## src/rtl/usb_tx_pkg.sv

```systemverilog
// Shared definitions for the USB serial transmitter: FSM encoding, idle line
// level and default geometry.
package usb_tx_pkg;

  typedef enum logic [1:0] {
    ST_IDLE  = 2'd0,
    ST_SHIFT = 2'd1,
    ST_STUFF = 2'd2
  } tx_state_e;

  // J state: the idle line level and the NRZI reference at packet start.
  localparam logic J_LEVEL = 1'b1;

  localparam int DEFAULT_DATA_W    = 8;
  localparam int DEFAULT_STUFF_LEN = 6;

endpackage

```

## src/rtl/usb_nrzi_enc.sv

```systemverilog
// NRZI line-level register: a 0 bit toggles the level, a 1 bit holds it, and
// restart returns the line to J ready for the next packet.
module usb_nrzi_enc
  import usb_tx_pkg::*;
(
  input  logic clk,
  input  logic rst_n,
  input  logic data_bit_i,
  input  logic en_i,
  input  logic restart_i,
  output logic level_o
);

  logic level_q;

  // NOTE: state registers use non-blocking assignments so every flop samples
  // the pre-edge values, independent of block evaluation order.
  always_ff @(posedge clk or negedge rst_n) begin
    if (!rst_n) begin
      level_q <= J_LEVEL;
    end else if (restart_i) begin
      level_q <= J_LEVEL;
    end else if (en_i && !data_bit_i) begin
      level_q <= ~level_q;
    end
  end

  assign level_o = level_q;

endmodule

```

## src/rtl/usb_piso_tx.sv

```systemverilog
// Parallel-in serial-out USB transmitter: LSB-first shift, NRZI line coding and
// optional bit stuffing, compiled in when USB_BIT_STUFF_EN is defined.
module usb_piso_tx
  import usb_tx_pkg::*;
#(
  parameter int DATA_W    = DEFAULT_DATA_W,
  parameter int STUFF_LEN = DEFAULT_STUFF_LEN
) (
  input  logic              clk,
  input  logic              rst_n,
  input  logic [DATA_W-1:0] parallel_in,
  input  logic              load_valid,
  output logic              load_ready,
  output logic              serial_out,
  output logic              tx_active
);

  localparam int                CNT_W     = $clog2(DATA_W + 1);
  localparam logic [CNT_W-1:0]  LAST_CNT  = CNT_W'(DATA_W);
  localparam logic [CNT_W-1:0]  FIRST_CNT = CNT_W'(1);

  tx_state_e         state_q;
  logic [DATA_W-1:0] shift_q;
  logic [CNT_W-1:0]  bit_cnt_q;
  logic              tx_active_q;

  logic byte_done;
  logic accept;
  logic go_idle;
  logic emit_en;
  logic emit_bit;
  logic stuff_hit;

  // NOTE: every signal driven here gets a default first, so no path through
  // the block leaves a value unassigned and no latch is inferred.
  always_comb begin
    byte_done  = (state_q == ST_SHIFT) && (bit_cnt_q == LAST_CNT);
    load_ready = (state_q == ST_IDLE) || byte_done;
    accept     = load_valid && load_ready;
    go_idle    = byte_done && !load_valid;
    emit_en    = 1'b0;
    emit_bit   = 1'b0;
    if (accept) begin
      // Bit 0 goes out on the acceptance edge itself.
      emit_en  = 1'b1;
      emit_bit = parallel_in[0];
    end else if ((state_q == ST_SHIFT) && !byte_done) begin
      emit_en  = 1'b1;
      emit_bit = shift_q[0];
`ifdef USB_BIT_STUFF_EN
    end else if (state_q == ST_STUFF) begin
      emit_en  = 1'b1;
      emit_bit = 1'b0;
`endif
    end
  end

`ifdef USB_BIT_STUFF_EN
  localparam int                ONES_W    = $clog2(STUFF_LEN + 1);
  localparam logic [ONES_W-1:0] STUFF_CNT = ONES_W'(STUFF_LEN);

  logic [ONES_W-1:0] ones_cnt_q;
  logic [ONES_W-1:0] ones_cnt_d;

  // The run of ones spans byte boundaries; only a 0, a stuff bit or the end
  // of the packet breaks it.
  always_comb begin
    ones_cnt_d = ones_cnt_q;
    if (go_idle) begin
      ones_cnt_d = '0;
    end else if (emit_en) begin
      ones_cnt_d = emit_bit ? ones_cnt_q + 1'b1 : '0;
    end
  end

  assign stuff_hit = emit_en && emit_bit && (ones_cnt_d == STUFF_CNT);

  always_ff @(posedge clk or negedge rst_n) begin
    if (!rst_n) begin
      ones_cnt_q <= '0;
    end else begin
      ones_cnt_q <= ones_cnt_d;
    end
  end
`else
  logic unused_stuff_len;
  assign unused_stuff_len = (STUFF_LEN > 0);
  assign stuff_hit        = 1'b0;
`endif

  always_ff @(posedge clk or negedge rst_n) begin
    if (!rst_n) begin
      state_q     <= ST_IDLE;
      shift_q     <= '0;
      bit_cnt_q   <= '0;
      tx_active_q <= 1'b0;
    end else if (accept) begin
      shift_q     <= parallel_in >> 1;
      bit_cnt_q   <= FIRST_CNT;
      tx_active_q <= 1'b1;
      state_q     <= stuff_hit ? ST_STUFF : ST_SHIFT;
    end else begin
      case (state_q)
        ST_SHIFT: begin
          if (go_idle) begin
            state_q     <= ST_IDLE;
            bit_cnt_q   <= '0;
            tx_active_q <= 1'b0;
          end else begin
            shift_q   <= shift_q >> 1;
            bit_cnt_q <= bit_cnt_q + 1'b1;
            if (stuff_hit) begin
              state_q <= ST_STUFF;
            end
          end
        end
`ifdef USB_BIT_STUFF_EN
        ST_STUFF: state_q <= ST_SHIFT;
`endif
        default: ;
      endcase
    end
  end

  usb_nrzi_enc u_nrzi (
    .clk       (clk),
    .rst_n     (rst_n),
    .data_bit_i(emit_bit),
    .en_i      (emit_en),
    .restart_i (go_idle),
    .level_o   (serial_out)
  );

  assign tx_active = tx_active_q;

endmodule

```

## config.mk

```make
export PLATFORM = sky130hd
export DESIGN_NAME = usb_piso_tx
export DESIGN_NICKNAME = d
export VERILOG_FILES = /design/src/rtl/usb_tx_pkg.sv /design/src/rtl/usb_nrzi_enc.sv /design/src/rtl/usb_piso_tx.sv
export SDC_FILE = /design/constraint.sdc
export NUM_CORES = 1
export LEC_CHECK = 0
export BUFFER_PORTS_ARGS = -buffer_cell sky130_fd_sc_hd__buf_4
export CAP_MARGIN = 20
export CORE_MARGIN = 5
export CORE_UTILIZATION = 40
export DETAILED_ROUTE_END_ITERATION = 8
export MAX_ROUTING_LAYER = met4
export PLACE_DENSITY = 0.67
export SYNTH_ARGS = -nofsm -noshare
export SYNTH_HDL_FRONTEND = slang
export SYNTH_HIERARCHICAL = 1
export SYNTH_SLANG_ARGS = --single-unit
```

## constraint.sdc

```tcl
create_clock -name clk -period 3.7 [get_ports clk]
set_input_delay 0 -clock clk [delete_from_list [all_inputs] [get_ports clk]]
set_output_delay 0 -clock clk [all_outputs]
set_load 0.02 [all_outputs]
```

==> results_dict.tcl <==
set metrics [dict create \
    cp_top_family "simple AND/OR/NAND/NOR gates" \
    finalHoldViolCount 0 \
    fin_tns_setup_ns 0 \
    seqCellArea_um2 327 \
    insertion_delay_ns 0.28 \
    clkSinkCount 13 \
    syn_avg_cell_area_um2 10.4 \
    io_buffers 13 \
    die_y_um 52.6 \
    path_clk_slew_ns 0.08 \
    finalWorstPathRequiredPeriod_ns 2.01 \
    power.total_uw 561 \
    hpwl_mm 1.02 \
    async_reset_ff_share_pct 100 \
    r2r_end "u_nrzi/level_o" \
    dpl.cell_count 104 \
    via_count 562 \
    grt_max_degree 19 \
    cts.htree.levels 1 \
    yosysUniqueCellTypes 27 \
    gp_congestion 0.780 \
    relSlewSlack_pct 66.0 \
    postCtsSetupRepairBufs 0 \
    cp-end-kind "output port" \
    vias_per_cell 4.89 \
    start_kind "flop" \
    tightestPinTransition_ns 0.509 \
    antenna_found_initial 0 \
    irDropWorstVdd_mv 0.294 \
    maxCapViolCount 0 \
    area_growth_syn_to_layout_pct 27.1 \
    ys_seq_area_share_pct 45.0 \
    crit_path_cell_trace "inv_1, ha_1, nand3b_1, and2_1, inv_1, buf_4" \
    critPathKind "flop to output port" \
    cts_tree "done" \
    finalNetCount 104 \
    grt_pass1_wl_mm 2.23 \
    r2r_setup_slack_ns 1.70 \
    multi_input_area_um2 348 \
    synthTopCellsByCount "12 x dfrtp_1, 8 x nand3_1, 7 x mux2i_1, 7 x o21ai_2, 6 x inv_1" \
    numCtsBuffers 3 \
    grt_remaining_overflow 0 \
    yosysMostFrequentCell "dfrtp_1" \
    die_area_mm2 0.00277 \
    skew_ns 0.00515 \
    ant_nets 0 \
    critPathMaxFanout 11 \
    timing.fmax_mhz 498 \
    cts_resized 0 \
    powerDensity_mw_per_mm2 609 \
    hp-class "primary input to flop" \
    reg2reg_depth 7 \
    worst-path-buf-inv 3 \
    synth_top_area_share_pct 41.4 \
    rsz0062_at_grt "no" \
    synth_nets 83 \
    cp_slowest_stage_delay_ns 0.48 \
    rows 15 \
    synth_edf_count 0 \
    grt_usage_pct 11.9 \
    drc 0 \
    synth_cells 70 \
    crit_slowest_cell "and2_1" \
    initialDrtViolationCount 9 \
    netlist_area_um2 726 \
    cts_hold_buf 6 \
    synth_seq_cells 13 \
    worst_hold_path.endpoint "shift_q[5]" \
    synth_area_leaders "dfrtp_1 41%, mux2i_1 9.7%, o21ai_2 8.4%" \
    min_from "parallel_in[6]" \
    cp_common_cell "inv_1" \
    cts_root_buf "clkbuf_4" \
    hold-path-cell-count 3 \
    wirelength_mm 1.39 \
    fillers 172 \
    synth-main-ff-cell "dfrtp_1" \
    final_cells 115 \
    slew_viol_final 0 \
    cts_buffer_depth 2 \
    status "complete, no violations" \
    initial_core_util_pct 42.0 \
    core_mm2 0.00173 \
    wl_per_cell_um 12.1 \
    yosysWarnings 6 \
    io_pins 14 \
    r2r-start "bit_cnt_q[0]" \
    drive_above_1_share_pct 27.8 \
    setup_viol 0 \
    die_width_um 52.6 \
    yosys.area.top_type "dfrtp_1" \
    antenna_cells 0 \
    arrival_ns 2.01 \
    first_global_vias 536 \
    cp.required_ns 3.70 \
    total_leakage_power_nw 0.432 \
    drt_pass1_iterations 4 \
    utilization_pct 53.4 \
    fin_crit_sh_pct 54.3 \
]
kinds of logic after synthesis:
group           Yosys count  share of synthesized area (%)
mux                       7                           9.66
simple gates             23                           18.5
fa+ha+maj                 2                           3.45
buf+inv                  10                           7.07
compound gates           15                           16.4
flops                    13                           45.0
power by group:
group          switching, mW  internal [mW]
sequential            0.0465          0.199
combinational          0.114          0.113
clock                 0.0474         0.0419
total                  0.208          0.354
worst reg2reg max path, delay by kind of cell, from the launching register on:
| kind | cells | cell delay [ns] |
|---|---|---|
| buffers and inverters | 1 | 0.07 |
| AND/OR/NAND/NOR | 3 | 1.02 |
| flip-flops | 1 | 0.39 |
| adder cells (fa/ha/maj) | 1 | 0.22 |
| AO/OA/AOI/OAI | 2 | 0.23 |
metrics by stage:
step	area, um2	hold slack (ns)	setup slack, ns
2_1_floorplan	726	-0.296	2.21
3_3_place_gp	826	-0.146	1.76
3_5_place_dp	826	-0.146	1.71
4_1_cts	912	0.00914	1.67
5_1_grt	922	0.00458	1.49
6_report	922	0.0140	1.69
layer usage:
metal	global-route usage [%]	share of wire (%)
met1	14.5	48
met2	16.9	45
met3	3.42	3.6
met4	7.66	3.2
met5	-	0
worst max path at each step:
stage                      start              to  slack [ns]  cells after the start
global route        bit_cnt_q[0]      load_ready        1.49                      6
CTS                 bit_cnt_q[0]      load_ready        1.67                      6
detailed placement  bit_cnt_q[0]  u_nrzi/level_o        1.71                      7
floorplan           bit_cnt_q[0]  u_nrzi/level_o        2.21                      8
global placement    bit_cnt_q[0]  u_nrzi/level_o        1.76                      7
finish              bit_cnt_q[0]      load_ready        1.69                      6
final cells by class:
cell class / instances / share of cell area, %
Clock buffer: 4 / 2.85
Timing Repair Buffer: 20 / 18.2
Inverter: 6 / 2.44
Sequential cell: 13 / 35.4
Tap cell: 25 / 3.39
Multi-Input combinational cell: 47 / 37.7
layout by cell type (no fill, tap or decap), types with 3 or more instances in the layout:
cell           count
dlygate4sd3_1      7
nand3_1            8
buf_4             13
nand2_1            3
nor2_1             3
inv_1              6
clkbuf_4           3
dfrtp_1           12
mux2i_1            7
o21ai_2            7
registers in the layout, indices dropped and copies added (netlist names):
signal / flops
state_q: 1
shift_q: 7
bit_cnt_q: 4
u_nrzi/level_o: 1
(Power assumes the default switching activity.)
